[src/rtl/gray_code_counter.sv]
`default_nettype none
// ============================================================================
// Module      : gray_code_counter
// Description : Parametrised up/down counter holding a binary count and a
//               registered Gray-code copy of it. The Gray value is derived
//               from the next binary value and registered on the same edge,
//               so gray_out has zero latency relative to bin_out, comes
//               straight from a flop and changes exactly one bit per step.
//               Suitable as a CDC FIFO pointer or a position-encoder source.
//
// Parameters  : WIDTH     - counter width in bits (>= 2)
//               RESET_VAL - binary count applied on reset
//               SATURATE  - 0: wrap at the ends, 1: hold at all-ones / zero
//
// Ports       : clk       - rising-edge clock
//               rst_n     - asynchronous active-low reset
//               en        - count enable, one step per clock while high
//               up_dn     - 1 = count up, 0 = count down
//               load      - synchronous load, has priority over en
//               load_gray - 1 = load_val is Gray code, 0 = load_val is binary
//               load_val  - value to load
//               bin_out   - registered binary count
//               gray_out  - registered Gray code of bin_out
//               tc        - combinational terminal count (pending wrap/saturate)
//               wrap      - registered one-cycle pulse after a wrap-around step
//
// Revision    : 1.0 - initial release
// ============================================================================
module gray_code_counter #(
    parameter int WIDTH     = 4,
    parameter int RESET_VAL = 0,
    parameter int SATURATE  = 0
) (
    input  logic             clk,
    input  logic             rst_n,
    input  logic             en,
    input  logic             up_dn,
    input  logic             load,
    input  logic             load_gray,
    input  logic [WIDTH-1:0] load_val,
    output logic [WIDTH-1:0] bin_out,
    output logic [WIDTH-1:0] gray_out,
    output logic             tc,
    output logic             wrap
);

    localparam logic [WIDTH-1:0] c_all_ones   = '1;
    localparam logic [WIDTH-1:0] c_zero       = '0;
    localparam logic [WIDTH-1:0] c_one        = {{(WIDTH-1){1'b0}}, 1'b1};
    localparam logic [WIDTH-1:0] c_reset_bin  = RESET_VAL[WIDTH-1:0];
    localparam logic [WIDTH-1:0] c_reset_gray = c_reset_bin ^ (c_reset_bin >> 1);
    localparam logic             c_saturate   = (SATURATE != 0);

    logic [WIDTH-1:0] r_bin;
    logic [WIDTH-1:0] r_gray;
    logic             r_wrap;

    logic [WIDTH-1:0] w_load_bin;
    logic [WIDTH-1:0] w_next_bin;
    logic [WIDTH-1:0] w_next_gray;
    logic             w_next_wrap;
    logic             w_at_max;
    logic             w_at_min;
    logic             w_at_term;

    // ------------------------------------------------------------------------
    // Gray-to-binary conversion of the load value: each binary bit is the XOR
    // of all Gray bits at or above it, rippling down from the MSB.
    // ------------------------------------------------------------------------
    always_comb begin
        w_load_bin = load_val;
        for (int i = WIDTH - 2; i >= 0; i--) begin
            w_load_bin[i] = w_load_bin[i+1] ^ load_val[i];
        end
    end

    // ------------------------------------------------------------------------
    // Terminal detection: the current value is at the end of the range in the
    // direction of travel, so an enabled step would wrap or saturate.
    // ------------------------------------------------------------------------
    assign w_at_max  = (r_bin == c_all_ones);
    assign w_at_min  = (r_bin == c_zero);
    assign w_at_term = up_dn ? w_at_max : w_at_min;

    // Combinational on purpose so an upstream stage sees the pending wrap in
    // the same cycle; a load overrides the step and therefore masks it.
    assign tc = en & ~load & w_at_term;

    // ------------------------------------------------------------------------
    // Next binary value: load > en > hold.
    // ------------------------------------------------------------------------
    always_comb begin
        w_next_bin  = r_bin;
        w_next_wrap = 1'b0;
        if (load) begin
            w_next_bin = load_gray ? w_load_bin : load_val;
        end else if (en) begin
            if (w_at_term && c_saturate) begin
                // Saturating at the end of the range: hold, never pulse wrap.
                w_next_bin = r_bin;
            end else begin
                w_next_bin  = up_dn ? (r_bin + c_one) : (r_bin - c_one);
                w_next_wrap = w_at_term;
            end
        end
    end

    // ------------------------------------------------------------------------
    // Binary-to-Gray of the next value, registered alongside the binary count
    // so the Gray output is glitch-free and has no combinational path out.
    // ------------------------------------------------------------------------
    assign w_next_gray[WIDTH-1] = w_next_bin[WIDTH-1];

    generate
        for (genvar gi = 0; gi < WIDTH - 1; gi++) begin : g_b2g
            assign w_next_gray[gi] = w_next_bin[gi+1] ^ w_next_bin[gi];
        end
    endgenerate

    // ------------------------------------------------------------------------
    // State registers.
    // ------------------------------------------------------------------------
    always_ff @(posedge clk or negedge rst_n) begin
        if (!rst_n) begin
            r_bin  <= c_reset_bin;
            r_gray <= c_reset_gray;
            r_wrap <= 1'b0;
        end else begin
            r_bin  <= w_next_bin;
            r_gray <= w_next_gray;
            r_wrap <= w_next_wrap;
        end
    end

    assign bin_out  = r_bin;
    assign gray_out = r_gray;
    assign wrap     = r_wrap;

endmodule
`default_nettype wire

[config.mk]
export PLATFORM = sky130hd
export DESIGN_NAME = gray_code_counter
export DESIGN_NICKNAME = d
export VERILOG_FILES = /design/src/rtl/gray_code_counter.sv
export SDC_FILE = /design/constraint.sdc
export NUM_CORES = 1
export LEC_CHECK = 0
export BUFFER_PORTS_ARGS = -buffer_cell sky130_fd_sc_hd__buf_2
export CORE_AREA = 8 8 45 47
export CTS_BUF_LIST = sky130_fd_sc_hd__clkbuf_2 sky130_fd_sc_hd__clkbuf_4 sky130_fd_sc_hd__clkbuf_8
export CTS_CLUSTER_DIAMETER = 80
export DETAILED_ROUTE_END_ITERATION = 6
export DIE_AREA = 0 0 53 55
export PLACE_DENSITY = 0.8
export SLEW_MARGIN = 20
export SYNTH_ARGS = -nofsm -noshare
export SYNTH_HDL_FRONTEND = slang
export SYNTH_SLANG_ARGS = --single-unit
[constraint.sdc]
create_clock -name clk -period 2.18 [get_ports clk]
set_input_delay 0.436 -clock clk [delete_from_list [all_inputs] [get_ports clk]]
set_output_delay 0.436 -clock clk [all_outputs]
set_load 0.05 [all_outputs]
**Word-level counts from Yosys, hierarchy flattened**

Index checks and enable logic that the tools add are counted.
W data, S select, Z words.

- Eq/ne operators: 1
- $add $sub $neg: 2
- Muxes and demuxes: 7
- Bitwise operators: 9
- Shift-type cells: 0
- Multipliers: 0
- Reduce and logical (&&, ||, !) cells: 1
- Magnitude comparators: 0
- Divide/modulo/power cells: 0

Operators by type and width:

| operator | number |
|---|---|
| $mux W4 | 3 |
| $xor A1 B1 Y1 | 6 |
| $add A4 B1 Y4 const B | 1 |
| $eq A4 B4 Y1 const B | 1 |
| $logic_not A4 Y1 | 1 |
| $sub A4 B1 Y4 const B | 1 |
| $mux W1 | 3 |
| $mux W3 | 1 |
| $and A1 B1 Y1 | 2 |
| $not A1 Y1 | 1 |

- Output and inout bits: 10
- Input port bits: 10
- Bits in read-only memories: 0
- Bits in latches: 0
- Bits in registers: 9
- Bits in writable memories: 0
- Memories kept: 0
- Word-level logic and storage cells: 23

**Depth between registers and ports, before layout**

- Depth after elaboration: 6
- Mapped depth: 6
- Gate-level depth less buffers: 6

**Worst setup path after synthesis**

No wires, ideal clock.

- Path kind: reg2out
- Start: reg r_bin[2], in the netlist bin_out[2]
- End: out tc
- Stages on the path, launching flop included: 5
- Buffers on the path: 0
- Data required time: 1.744 ns
- Setup slack: -0.742 ns
- Arrival: 2.486 ns
- Cell sequence: dfrtp_1 -> or4_1 -> nor2_1 -> a31oi_1 -> nor3b_1

- Word-level cells in the longest chain between the ends: 3
- Elaborated cells between the ends (all ways): 4
- Classes of those cells: eq/ne (1); mux (1); bitwise (1); reduce/logical (1)

RTL lines:

| what | RTL line | text |
|---|---|---|
| start: declaration | 54 | `logic [WIDTH-1:0] r_bin;` |
| start signal: assignment | 125 | `r_bin <= c_reset_bin;` |
| start signal: assignment | 129 | `r_bin <= w_next_bin;` |
| $eq A4 B4 Y1 / $logic_not A4 Y1 (equally long branches) | 81, 82 |  |
| $mux W1 (*) | 83 | `assign w_at_term = up_dn ? w_at_max : w_at_min;` |
| $and A1 B1 Y1 (*) | 87 | `assign tc = en & ~load & w_at_term;` |
| end: declaration | 43 | `output logic tc,` |

Mark *: on every way between the ends. The rest lies on a longest branch, timed or not.

**Worst setup path in the final report**

Same ends and word-level chain as after synthesis.

==> flow_metrics.tcl <==
set metrics [dict create \
    syn_to_final_growth_pct 32.5 \
    layout-drive-gt1-share_pct 46.8 \
    hold_path.class "in2async" \
    grt_overflow_total 0 \
    design.core.area_um2 1380 \
    vias_per_cell 5.16 \
    synth-main-ff-cell "dfrtp_1" \
    cts_inserted_buffers 3 \
    path_max_fanout 2 \
    insertion_delay_ps 250 \
    hold_viol_final 0 \
    fin_ws_ps -4.33 \
    synth_cell_types 32 \
    critPathMaxStageDelay_ps 520 \
    dieArea_um2 2920 \
    final_cells 95 \
    final_nets 93 \
    maxSlewViolCount 0 \
    cts_max_level 1 \
    dpl.cell_count 90 \
    port_buffers 19 \
    reg2reg_slack_ps 380 \
    finalCritPeriodShare_pct 100 \
    slew_headroom_pct 78.3 \
    netlist_area_um2 589 \
    synth-edff-count 0 \
    async_reset_ff_share_pct 100 \
    cts_sinks 8 \
    power_mw 0.775 \
    p_per_area_nw_per_um2 992 \
    peakVddDrop_v 0.000383 \
    synth.area.top_cells "dfrtp_1 (34%), xor2_1 (5.9%), xnor2_1 (4.5%), ha_1 (4.2%), xor3_1 (4.0%)" \
    n_antenna_cell 0 \
    end_kind "output pin" \
    startpoint_type "flip-flop" \
    cts.path.max_buffers 2 \
    finalClockSkew_ps 3.42 \
    gp_congestion 0.814 \
    clk_pin_slew_ps 50 \
    rsz0062_at_grt "yes" \
    synth_area_leader_cell "dfrtp_1" \
    initial_core_util_pct 42.6 \
    grt_pass1_vias 531 \
    antenna_left 0 \
    cts_tree "done" \
    grt_usage_pct 10.8 \
    io_pins 20 \
    critPathTopFamily "simple AND/OR/NAND/NOR gates" \
    seq_area_frac_synth_pct 34.0 \
    yosysWarningCount 0 \
    cts.root.buffer_cell "clkbuf_4" \
    ys_ff_latch 8 \
    antenna_found_initial 0 \
    grt_start_max_net_pins 16 \
    wl_per_cell_um 13.4 \
    nFillCells 137 \
    totalWireLength_mm 1.27 \
    r2r_start "bin_out[2]$_DFF_PN0_" \
    drc 0 \
    path_buf_inv 1 \
    dr.first_iter.drc_count 4 \
    required_ps 1740 \
    post-place-ws_ps 24.4 \
    path_class "reg2out" \
    firstDrtPassIters 3 \
    tightestPinTransition_ps 325 \
    violations "negative setup slack" \
    dp_hpwl_mm 1.04 \
    num_rows 14 \
    vias 490 \
    grt_pass1_wl_mm 2.26 \
    netlist_instances 55 \
    setup_tns_ps -4.33 \
    p_leak_nw 0.373 \
    multiInputGateArea_um2 392 \
    synth_nets 68 \
    cts.hold.buffers_added 0 \
    path_cells "or4_4, nor2_4, a31oi_2, nor3b_4, buf_6" \
    arrival_ps 1750 \
    regArea_um2 204 \
    outcome "finished, violations left" \
    avgSynthCellArea_um2 10.7 \
    fmax_ghz 0.458 \
    drv_cap 0 \
    die_h_um 55 \
    finalSetupViolCount 1 \
    die_w_um 53 \
    yosys.area.top_type_share_pct 34.0 \
    startpoint "bin_out[2]$_DFF_PN0_" \
    min_period_ps 2180 \
    cpMaxStageDelayCell "or4_4" \
]
## layer usage
metal  vias to the layer above  global-route usage, %  part of all wire [%]
li1                        246                      -                     -
met1                       223                   11.7                    42
met2                        17                   17.0                    46
met3                         4                   3.21                   9.3
met4                         0                   9.05                   2.8
met5                         -                      0                     0
## worst register-to-register path, delay by kind of cell (launching register included)
family / cells / cell delay, ps
flops: 1 / 400
fa+ha+maj: 1 / 330
compound gates: 2 / 260
buf+inv: 1 / 150
simple gates: 1 / 410
xor+xnor: 1 / 140
## logic make-up after synthesis
logic type	share of synthesized area [%]
buffers and inverters	4.46
xor gates and xnor gates	17.2
DFF	34.0
adders and majority gates	7.64
muxes	3.40
and+or+nand+nor	19.1
AOI/OAI and AO/OA	14.2
## stage by stage
| step | hold WS [ps] | util [%] | cell area, µm² |
|---|---|---|---|
| CTS | 8.45 | 55.2 | 763 |
| global placement | 277 | 52.0 | 719 |
| global route | 18.3 | 56.4 | 781 |
| finish | 8.57 | 56.4 | 781 |
| detailed placement | 284 | 52.0 | 719 |
| floorplan | 140 | - | 604 |
## state kept, by name, indices dropped and copies added (netlist names)
register	flops
bin_out	4
gray_out	3
wrap	1
## synthesized netlist by cell type, types with 2 or more instances
cell type / count
dfrtp_1: 8
nor2_1: 4
a21o_1: 2
ha_1: 2
nor3b_1: 3
a21oi_1: 2
xnor2_1: 3
nand2_1: 3
mux2i_1: 2
xor2_1: 4
## layout make-up
class,count,area share (%)
timing repair buffer,23,16.8
tap,16,2.56
multi-input combinational,43,50.2
inverter,1,0.481
clock buffer,4,3.85
sequential,8,26.1
## where the power goes
part	switching, mW	internal [mW]	total (mW)
clock network	0.0504	0.0824	0.133
registers	0.0249	0.190	0.215
logic	0.288	0.139	0.427
## timing repair
action / CTS / global route
buffers inserted: 1 / 0
setup endpoints to repair: 1 / 1
pin swaps: 1 / 2
resized for setup: 2 / 4
## worst paths after layout
check,endpoint,cells past startpoint
setup / recovery,tc,5
hold / removal,gray_out[0]$_DFF_PN0_,1
setup reg to reg,gray_out[2]$_DFF_PN0_,6
hold reg to reg,bin_out[0]$_DFF_PN0_,4
max in group asynchronous,bin_out[2]$_DFF_PN0_,1
min in group clk,bin_out[0]$_DFF_PN0_,3
## placed cells by master (no fill, tap or decap), types with 2 or more instances in the layout
| cell | netlist | layout |
|---|---|---|
| xnor2_1 | 3 | 3 |
| xor2_1 | 4 | 4 |
| nor2_1 | 4 | 3 |
| dfrtp_1 | 8 | 5 |
| nand2_1 | 3 | 3 |
| nor3b_1 | 3 | 2 |
| ha_1 | 2 | 2 |
| buf_2 | 0 | 18 |
| mux2i_1 | 2 | 2 |
| dfrtp_2 | 0 | 3 |
| a21oi_1 | 2 | 2 |
| clkbuf_4 | 0 | 4 |
| a21o_1 | 2 | 2 |
| buf_4 | 1 | 4 |
No activity file was read; power rests on OpenSTA's default activity.
